File: config.mk
export PLATFORM = sky130hd
export DESIGN_NAME = controle_tentativa_flat
export DESIGN_NICKNAME = d
export VERILOG_FILES = /design/src/rtl/controle_tentativa_if.sv /design/src/rtl/controle_tentativa.sv /design/src/flat_wrapper.sv
export SDC_FILE = /design/constraint.sdc
export NUM_CORES = 1
export LEC_CHECK = 0
export CAP_MARGIN = 40
export CORE_MARGIN = 1.5
export CORE_UTILIZATION = 50
export CTS_CLUSTER_SIZE = 10
export DETAILED_ROUTE_END_ITERATION = 8
export GPL_TIMING_DRIVEN = 1
export HOLD_SLACK_MARGIN = 0.02
export PLACE_DENSITY_LB_ADDON = 0.15
export SYNTH_ARGS = -nofsm -noshare
export SYNTH_HDL_FRONTEND = slang
export SYNTH_SLANG_ARGS = --single-unit
File: constraint.sdc
create_clock -name clk -period 4.2 [get_ports clk]
set_input_delay 0.84 -clock clk [delete_from_list [all_inputs] [get_ports clk]]
set_output_delay 0.84 -clock clk [all_outputs]
set_load 0.02 [all_outputs]
File: src/rtl/controle_tentativa_if.sv
// Guess-control bus: secret/guess inputs, comparator verdict, and round status.
// Latency: none (wiring only); the attached controller registers every output.
// Backpressure: none; confirma is a level whose rising edge submits one guess.
interface controle_tentativa_if;
  logic [3:0] senha;
  logic       carrega_senha;
  logic [3:0] tentativa;
  logic       confirma;
  logic       igual;
  logic       ate3;
  logic       errada;
  logic [3:0] diff;
  logic       sinal;
  logic       diff_valido;
  logic       vitoria;
  logic       derrota;
  logic       perto;
  logic [2:0] restantes;
  logic       ocupado;

  // Environment side: loads the secret, submits guesses, answers as comparator.
  modport master (
    output senha, carrega_senha, tentativa, confirma, igual, ate3, errada,
    input  diff, sinal, diff_valido, vitoria, derrota, perto, restantes, ocupado
  );

  // Controller side.
  modport slave (
    input  senha, carrega_senha, tentativa, confirma, igual, ate3, errada,
    output diff, sinal, diff_valido, vitoria, derrota, perto, restantes, ocupado
  );
endinterface

File: src/rtl/controle_tentativa.sv
// Guessing-round controller: sends tentativa-senha to a comparator and scores its verdict.
// Latency: diff valid 1 edge after a confirma rising edge, verdict flags 2 edges after it.
// Backpressure: edges outside AGUARDA are dropped; DICA_PERTO_EN enables the "close" hint.
module controle_tentativa #(
  parameter int MAX_TENTATIVAS = 5
) (
  input logic             clk,
  input logic             reset,
  controle_tentativa_if.slave bus
);

`ifdef DICA_PERTO_EN
  localparam bit DICA_PERTO = 1'b1;
`else
  localparam bit DICA_PERTO = 1'b0;
`endif

  localparam logic [2:0] TENTATIVAS_INI = 3'(MAX_TENTATIVAS);

  typedef enum logic [2:0] {
    OCIOSO,
    AGUARDA,
    CALCULA,
    VITORIA,
    DERROTA
  } estado_t;

  typedef enum logic [1:0] {
    V_IGUAL,
    V_PERTO,
    V_ERRADA
  } veredito_t;

  estado_t    estado;
  veredito_t  veredito;
  logic [3:0] senha_reg;
  logic       confirma_ant;
  logic       armado;
  logic       borda;
  logic [3:0] diff_r;
  logic       sinal_r;
  logic       diff_valido_r;
  logic       vitoria_r;
  logic       derrota_r;
  logic       perto_r;
  logic [2:0] restantes_r;
  logic       ocupado_r;

  // Rising edge of confirma; suppressed on the first clock after reset release
  // so a level already high at that point is not taken as a submission.
  always_comb begin
    borda = bus.confirma & ~confirma_ant & armado;
  end

  // Verdict priority igual > ate3 > errada; all-zero falls through to errada.
  always_comb begin
    veredito = V_ERRADA;
    casez ({bus.igual, bus.ate3, bus.errada})
      3'b1??:  veredito = V_IGUAL;
      3'b01?:  veredito = V_PERTO;
      default: veredito = V_ERRADA;
    endcase
  end

  // Round FSM with all outputs registered; a new secret load overrides everything.
  always_ff @(posedge clk or posedge reset) begin
    if (reset) begin
      estado        <= OCIOSO;
      senha_reg     <= '0;
      confirma_ant  <= 1'b0;
      armado        <= 1'b0;
      diff_r        <= '0;
      sinal_r       <= 1'b0;
      diff_valido_r <= 1'b0;
      vitoria_r     <= 1'b0;
      derrota_r     <= 1'b0;
      perto_r       <= 1'b0;
      restantes_r   <= '0;
      ocupado_r     <= 1'b0;
    end else begin
      confirma_ant <= bus.confirma;
      armado       <= 1'b1;
      if (bus.carrega_senha) begin
        // Any confirma edge in this same cycle is discarded.
        senha_reg     <= bus.senha;
        restantes_r   <= TENTATIVAS_INI;
        vitoria_r     <= 1'b0;
        derrota_r     <= 1'b0;
        perto_r       <= 1'b0;
        diff_valido_r <= 1'b0;
        ocupado_r     <= 1'b0;
        estado        <= AGUARDA;
      end else begin
        unique case (estado)
          AGUARDA: begin
            if (borda) begin
              // 5-bit two's complement: sinal is the sign bit, no saturation.
              {sinal_r, diff_r} <= {1'b0, bus.tentativa} - {1'b0, senha_reg};
              diff_valido_r     <= 1'b1;
              ocupado_r         <= 1'b1;
              estado            <= CALCULA;
            end
          end
          CALCULA: begin
            diff_valido_r <= 1'b0;
            ocupado_r     <= 1'b0;
            if (veredito == V_IGUAL) begin
              vitoria_r <= 1'b1;
              perto_r   <= 1'b0;
              estado    <= VITORIA;
            end else begin
              // Without the hint, ate3 scores exactly like errada.
              perto_r <= DICA_PERTO && (veredito == V_PERTO);
              if (restantes_r != 3'd0) begin
                restantes_r <= restantes_r - 3'd1;
              end
              if (restantes_r <= 3'd1) begin
                derrota_r <= 1'b1;
                estado    <= DERROTA;
              end else begin
                estado <= AGUARDA;
              end
            end
          end
          default: begin
            // OCIOSO, VITORIA and DERROTA hold until a secret load or reset.
            estado <= estado;
          end
        endcase
      end
    end
  end

  assign bus.diff        = diff_r;
  assign bus.sinal       = sinal_r;
  assign bus.diff_valido = diff_valido_r;
  assign bus.vitoria     = vitoria_r;
  assign bus.derrota     = derrota_r;
  assign bus.perto       = perto_r;
  assign bus.restantes   = restantes_r;
  assign bus.ocupado     = ocupado_r;

endmodule
File: src/flat_wrapper.sv
// flat-port wrapper written by rule: the top's interface ports become plain ports
module controle_tentativa_flat 
#(
  parameter int MAX_TENTATIVAS = 5
)
  (clk, reset, bus_senha, bus_carrega_senha, bus_tentativa, bus_confirma, bus_igual, bus_ate3, bus_errada, bus_diff, bus_sinal, bus_diff_valido, bus_vitoria, bus_derrota, bus_perto, bus_restantes, bus_ocupado);
  controle_tentativa_if bus_i ();
  input logic clk;
  input logic reset;
  input wire logic [$bits(bus_i.senha)-1:0] bus_senha;
  input wire logic [$bits(bus_i.carrega_senha)-1:0] bus_carrega_senha;
  input wire logic [$bits(bus_i.tentativa)-1:0] bus_tentativa;
  input wire logic [$bits(bus_i.confirma)-1:0] bus_confirma;
  input wire logic [$bits(bus_i.igual)-1:0] bus_igual;
  input wire logic [$bits(bus_i.ate3)-1:0] bus_ate3;
  input wire logic [$bits(bus_i.errada)-1:0] bus_errada;
  output wire logic [$bits(bus_i.diff)-1:0] bus_diff;
  output wire logic [$bits(bus_i.sinal)-1:0] bus_sinal;
  output wire logic [$bits(bus_i.diff_valido)-1:0] bus_diff_valido;
  output wire logic [$bits(bus_i.vitoria)-1:0] bus_vitoria;
  output wire logic [$bits(bus_i.derrota)-1:0] bus_derrota;
  output wire logic [$bits(bus_i.perto)-1:0] bus_perto;
  output wire logic [$bits(bus_i.restantes)-1:0] bus_restantes;
  output wire logic [$bits(bus_i.ocupado)-1:0] bus_ocupado;
  assign bus_i.senha = bus_senha;
  assign bus_i.carrega_senha = bus_carrega_senha;
  assign bus_i.tentativa = bus_tentativa;
  assign bus_i.confirma = bus_confirma;
  assign bus_i.igual = bus_igual;
  assign bus_i.ate3 = bus_ate3;
  assign bus_i.errada = bus_errada;
  assign bus_diff = bus_i.diff;
  assign bus_sinal = bus_i.sinal;
  assign bus_diff_valido = bus_i.diff_valido;
  assign bus_vitoria = bus_i.vitoria;
  assign bus_derrota = bus_i.derrota;
  assign bus_perto = bus_i.perto;
  assign bus_restantes = bus_i.restantes;
  assign bus_ocupado = bus_i.ocupado;
  controle_tentativa #(.MAX_TENTATIVAS(MAX_TENTATIVAS)) u_core (.clk(clk), .reset(reset), .bus(bus_i));
endmodule
=== Yosys cells after proc, flatten, opt, wreduce, memory -nomap -nowiden ===
Index checks and enable logic that the tools add are counted.

* Order comparisons: 1
* Bitwise logic cells: 4
* Multiplexer cells: 22
* Add/subtract/negate cells: 2
* Eq/ne operators: 5
* Reduce and logical (&&, ||, !) cells: 12

{| class="wikitable"
|+ Operators with widths
! operator !! number
|-
| 2-to-1 mux 3 bit || 8
|-
| 2-to-1 mux 1 bit || 11
|-
| AND reduction 3 bit || 3
|-
| nonzero test 2 bit || 4
|-
| case mux 3 bit (2 select lines) || 1
|-
| nonzero test 3 bit || 2
|-
| subtractor 4 x 4 -> 5 bit || 1
|-
| case mux 2 bit (2 select lines) || 1
|-
| AND reduction 2 bit || 2
|-
| equality test 3 x 1 -> 1 bit, second input constant || 1
|-
| equality test 3 x 2 -> 1 bit, second input constant || 1
|-
| less-or-equal comparator 3 x 1 -> 1 bit, second input constant || 1
|-
| inequality test 3 x 2 -> 1 bit, second input constant || 1
|-
| subtractor 3 x 1 -> 3 bit, second input constant || 1
|-
| AND 1 bit || 2
|-
| equality test 2 x 1 -> 1 bit, second input constant || 1
|-
| zero test 2 bit || 1
|-
| inequality test 2 bit, second input constant || 1
|-
| inverter 1 bit || 2
|-
| case mux 1 bit (2 select lines) || 1
|}

* Output and inout bits: 13
* Bits in registers: 21

=== Longest topological paths before layout ===
Gate-level depths: netlist of the first run.

* Depth in word-level cells: 6
* Depth in mapped cells: 7
* Mapped depth without buffers: 7

=== Worst setup path after synthesis of the first run ===
No wires, ideal clock.

* Path kind: input -> register
* Start: in bus_tentativa[0]
* End: reg u_core.sinal_r (netlist: u_core.bus.sinal)
* Setup slack: 2.256 ns
* Stages: 7
* Data required time: 4.134 ns
* Data arrival time: 1.878 ns
* Buffers on the path: 0
* Path through: inv_1 -> ha_1 -> inv_1 -> fa_1 -> a21o_1 -> a21oi_1 -> mux2_1

* Longest elaborated chain between the ends: 1

{| class="wikitable"
|+ Ends and longest elaborated chain
! what !! RTL line !! RTL
|-
| start: declaration || flat_wrapper.sv:12 || <nowiki>input wire logic [$bits(bus_i.tentativa)-1:0] bus_tentativa;</nowiki>
|-
| subtractor 4 x 4 -> 5 bit || controle_tentativa.sv:98 || <nowiki>{sinal_r, diff_r} <= {1'b0, bus.tentativa} - {1'b0, senha_reg};</nowiki>
|-
| end signal: assignment || controle_tentativa.sv:98 ||
|-
| end: declaration || controle_tentativa.sv:41 || <nowiki>logic sinal_r;</nowiki>
|}

No other way between the ends.
A chain may end at the register's enable or synchronous reset.

=== Final worst setup path of the first run ===
* Start: in bus_carrega_senha
* End: reg u_core.sinal_r (netlist: u_core.bus.sinal)

* Longest elaborated chain between the ends: 2

{| class="wikitable"
|+ Ends and longest elaborated chain
! what !! RTL line !! RTL
|-
| start: declaration || flat_wrapper.sv:11 || <nowiki>input wire logic [$bits(bus_i.carrega_senha)-1:0] bus_carrega_senha;</nowiki>
|-
| inverter 1 bit (no line) || n/a ||
|-
| AND reduction 3 bit (no line) || n/a ||
|}

No other way between the ends.

==> results.toml, run 1 <==
[critical_path]
path_cells = "clkdlybuf4s50_1, nand3b_1, nor2_4, mux2_1"
cpPeakStageDelay_ps = 770
crit_fanout = 21
critical_path_class = "in -> reg"
cp_slowest_cell = "clkdlybuf4s50_1"
critPathRequiredTime_ps = 4400
startpoint_type = "input pin"
arrival_ps = 2550
critPathCaptureType = "flip-flop"

[yosys]
synth_nets = 122
syn_avg_cell_area_um2 = 10.4
synthCells = 99
yosys_warnings = 0
ys_seq_area_frac = 0.484
ys_types = 31
ys_seq_elements = 20
syn_area_um2 = 1030

[clock_tree]
cts_tree = "built"
htreeDepth = 1
clkLatencyLatePin_ps = 300
cts_root_buf = "clkbuf_4"
cts-resized-gates = 0
clk_path_buf_depth = 2
clk_pin_slew_ps = 110
clock-sinks = 20
cts_setup_buffers = 0
tritoncts.num_buffers = 3
ctsHoldBuffers = 0

[sta]
worst_slack_ps = 1850
period_needed_ps = 2350
hold_viol = 0
slew_headroom = 0.508
finalCritPeriodShare = 0.559
final_max_slew_viol_count = 0
whs_ps = 505
rsz0062_at_grt = "false"
finalSetupViolCount = 0
worst_pin_slew_ps = 737
max_freq_mhz = 426
finClkSkew_ps = 0.899
fin_tns_setup_ps = 0

[route]
num_vias = 764
routedWlPerCell_um = 11.8
drt_iter0_drc = 6
drtAntennaViolNets = 0
vias_per_cell = 5.09
dr.pass1.iters = 4
drcViolationCount = 0
drt_wl_total_mm = 1.77

[run_status]
status = "finished clean"

[floorplanning]
initial_utilization = 0.527
num_rows = 16
ios = 28
fp.coreArea_um2 = 1960
chipHeight_um = 48.5
dieArea_um2 = 2350
die_w_um = 48.5

[power_and_ir_drop]
powerDensity_nw_per_um2 = 354
irDropWorstVdd_v = 0.000177
leakagePower_nw = 0.562

[grt]
grt_usage = 0.177
grt.overflow.total = 0
grt_max_degree = 22
grt_pass1_vias = 739
grt_pass1_wl_mm = 3.15
antenna_found_initial = 0

[finish]
multi_input_area_um2 = 473
layout.cells.most_common_list = "clkdlybuf4s50_1 (24), dfrtp_1 (20), inv_1 (10), ha_1 (7)"
final_common_cell = "clkdlybuf4s50_1"
fill_cells = 177
drive_gt1_frac = 0.0813
syn2layout_area_growth_pct = 27.8
antennaDiodeCount = 0
register_area_um2 = 500
post-route-util = 0.673
nets = 147
fin_cells = 150

[worst_hold_path]
min_path_type = "reg -> reg"

[run]
max-cap-violations = 0

[placement]
numPlacedInstances = 146
place_hpwl_mm = 1.33
dp_slack_ps = 1530
io_buffers = 24
place.gp.congestion = 0.821
[Yosys cell counts]
cell type  count  area, um2
o31ai_2        1       12.5
nor2_4         1       11.3
a211oi_1       2       15.0
dfrtp_1       20        500
clkbuf_1       2       7.51
conb_1         2       7.51
a31oi_1        1       6.26
nand3b_1       2       15.0
nor3_4         1       16.3
o21ai_1        5       25.0
nor3b_1        1       7.51
fa_1           1       20.0
xnor2_1        2       17.5
o21a_1         2       15.0
buf_4          2       15.0
nor2_1         5       18.8
or3b_1         1       8.76
nor3_1         3       15.0
inv_1         10       37.5
ha_1           7       87.6
nand2_1        6       22.5
or2_4          1       8.76
o21ai_0        6       30.0
or4b_4         1       13.8
o31ai_1        1       7.51
mux2_2         1       11.3
mux2_1         2       22.5
nand2b_1       1       6.26
a21oi_1        5       25.0
nor2b_1        3       18.8
a21o_1         1       7.51
[final cells by class]
class,instances,share of cell area
Clock buffer,4,0.0275
Sequential cell,20,0.379
Timing Repair Buffer,24,0.182
Multi-Input combinational cell,65,0.358
Inverter,10,0.0284
Tap cell,27,0.0256
[kinds of logic (layout without fill, tap and decap cells)]
kind of cell	Yosys count	after routing	share of synthesized area
muxes	3	3	0.0327
other	2	2	0.00727
AOI/OAI and AO/OA	24	24	0.139
buffers and inverters	14	38	0.0581
DFF	20	20	0.484
adders and majority gates	8	8	0.104
and+or+nand+nor	26	26	0.157
xor gates and xnor gates	2	2	0.0170
[metrics by stage]
step	cell area [um2]	power [W]
5_1_grt	1320	0.000493
4_1_cts	1320	0.000474
3_5_place_dp	1280	0.000360
3_3_place_gp	1280	0.000357
6_report	1320	0.000468
2_1_floorplan	1030	0.000303
[layer usage]
layer / part of all wire / global-route usage / up-vias
met3: 0.058 / 0.0525 / 5
met2: 0.46 / 0.264 / 21
met1: 0.46 / 0.237 / 360
met4: 0.023 / 0.0857 / 0
li1: - / - / 378
met5: 0 / 0 / -
[worst paths after layout]
check / start / to / slack, ps / cells after the start
worst max-delay path: bus_carrega_senha / u_core.bus.sinal / 1850 / 4
worst min-delay path: u_core.bus.diff[1] / u_core.bus.diff[1] / 500 / 1
worst max register to register: u_core.estado[2] / u_core.bus.sinal / 2570 / 3
worst min register to register: u_core.bus.diff[1] / u_core.bus.diff[1] / 500 / 1
max in group asynchronous: reset / u_core.bus.sinal / 2790 / 2
min in group asynchronous: reset / u_core.bus.restantes[0] / 950 / 2
[worst max-delay path, delay by kind of cell]
family        cells  cell delay [ps]
simple gates      2              600
mux               1              330
buf+inv           1              770
[power by group]
part           internal [W]  switching (W)
clock             0.0000530      0.0000605
combinational     0.0000655      0.0000625
sequential         0.000215      0.0000116
Power figures use the tool's default switching activity.
==> run 2: changes to the inputs <==
CORE_UTILIZATION = 42   (was 50)
clock period = 2.03 ns   (was 4.2 ns; I/O delays follow)
==> run 2 against run 1 <==
Register-to-register slack worse by 2200 ps. Cell count is 2.0% higher. Die area up 18%. Clock-buffer cell count fell by 1. Clock skew increased by 6.2 ps. Flip-flop and latch count unchanged. Wire length is 7.7% higher. Clock power rose to 3.0 times the previous value. Setup slack worse by 1600 ps. Core utilization down 7.9 points. First-iteration DRC count decreased by 67%. Design area grew 2.5%. Largest power group unchanged. Highest routed layer unchanged.
==> results.toml, run 2 (synthesized netlist as in run 1, its figures left out) <==
[run_status]
status = "finished clean"

[finish]
nets = 149
layout.cells.most_common_list = "clkdlybuf4s50_1 (24), dfrtp_1 (20), inv_1 (10), ha_1 (7)"
fill_cells = 211
drive_gt1_frac = 0.0960
multi_input_area_um2 = 473
fin_cells = 153
register_area_um2 = 500
fin_area_um2 = 1350
antennaDiodeCount = 0
final_common_cell = "clkdlybuf4s50_1"
syn2layout_area_growth_pct = 31.0

[placement]
place_hpwl_mm = 1.44
place.gp.congestion = 0.685
numPlacedInstances = 149
io_buffers = 24
dp_slack_ps = 10.5
dpl_cell_area_um2 = 1300

[route]
drt_iter0_drc = 2
dr.pass1.iters = 2
vias_per_cell = 4.97
drtAntennaViolNets = 0
num_vias = 761
drcViolationCount = 0
routedWlPerCell_um = 12.5
drt_wl_total_mm = 1.91

[critical_path]
critical_path_class = "reg -> out"
cpPeakStageDelay_ps = 630
critPathRequiredTime_ps = 1620
critPathCaptureType = "output pin"
crit_fanout = 5
path_cells = "clkdlybuf4s50_1"
path_buf_inv = 1
arrival_ps = 1380
cp_slowest_cell = "clkdlybuf4s50_1"
critPathTopFamily = "buffers and inverters"
startpoint_type = "flip-flop"

[clock_tree]
clkLatencyLatePin_ps = 310
tritoncts.num_buffers = 3
htreeDepth = 1
cts-resized-gates = 0
cts_tree = "built"
clock-sinks = 20
ctsHoldBuffers = 0
clk_path_buf_depth = 2
cts_root_buf = "clkbuf_4"
clk_pin_slew_ps = 130
cts_setup_buffers = 0

[power_and_ir_drop]
leakagePower_nw = 0.578
total_power_w = 0.00107
irDropWorstVdd_v = 0.000447
powerDensity_nw_per_um2 = 794

[sta]
rsz0062_at_grt = "false"
finalCritPeriodShare = 0.882
worst_slack_ps = 240
fin_tns_setup_ps = 0
finClkSkew_ps = 7.07
final_max_slew_viol_count = 0
period_needed_ps = 1790
finalSetupViolCount = 0
hold_viol = 0
max_freq_mhz = 559

[grt]
grt_max_degree = 21
grt_pass1_wl_mm = 3.29
grt_pass1_vias = 766
grt_usage = 0.167
antenna_found_initial = 0
grt.overflow.total = 0

[floorplanning]
num_rows = 17
chipHeight_um = 52.6
fp.coreArea_um2 = 2280
dieArea_um2 = 2770
initial_utilization = 0.454
die_w_um = 52.6
ios = 28

[worst_hold_path]
min_path_type = "in -> async"

[run]
max-cap-violations = 0
==> run 2: changes by cell type in the layout (fill, tap and decap cells not counted) <==
cell	previous run	this run
clkbuf_8	1	0
bufinv_16	0	1
buf_4	0	2
==> run 2: cell type report <==
cell class | count | area share
Tap cell | 28 | 0.0259
Multi-Input combinational cell | 65 | 0.349
Clock buffer | 3 | 0.0166
Inverter | 10 | 0.0277
Clock inverter | 1 | 0.0222
Sequential cell | 20 | 0.370
Timing Repair Buffer | 26 | 0.189
==> run 2: final timing paths <==
kind,cells past startpoint,end,slack [ps],start
max in group asynchronous,3,u_core.senha_reg[3],1420,reset
hold / removal,3,u_core.senha_reg[1],400,reset
min in group clk,1,u_core.bus.sinal,500,u_core.bus.sinal
hold reg to reg,1,u_core.bus.sinal,500,u_core.bus.sinal
setup / recovery,1,bus_restantes[0],240,u_core.bus.restantes[0]
setup reg to reg,3,u_core.bus.diff[1],390,u_core.estado[2]
==> run 2: metrics by stage <==
stage / hold slack [ps] / utilization
6_report: 397 / 0.595
5_1_grt: 407 / 0.595
4_1_cts: 402 / 0.595
3_5_place_dp: 476 / 0.572
3_3_place_gp: 468 / 0.572
2_1_floorplan: 370 / -
==> run 2: worst register-to-register path: stages, from the launching register on <==
cell and delay (ps):
dfrtp_1 440, or4b_4 570, nor2_4 180, mux2_1 340
==> run 2: where the power goes <==
part	switching, W	total (W)	internal, W
clock	0.000136	0.000336	0.000200
combinational	0.000132	0.000271	0.000139
sequential	0.0000227	0.000468	0.000445
==> run 2: metal layers <==
metal / GRT usage / up-vias / wire [um]
met2: 0.296 / 16 / 968
met1: 0.183 / 356 / 836
met4: 0.0897 / 0 / 39
met5: 0 / - / 0
li1: - / 384 / -
met3: 0.0371 / 5 / 65
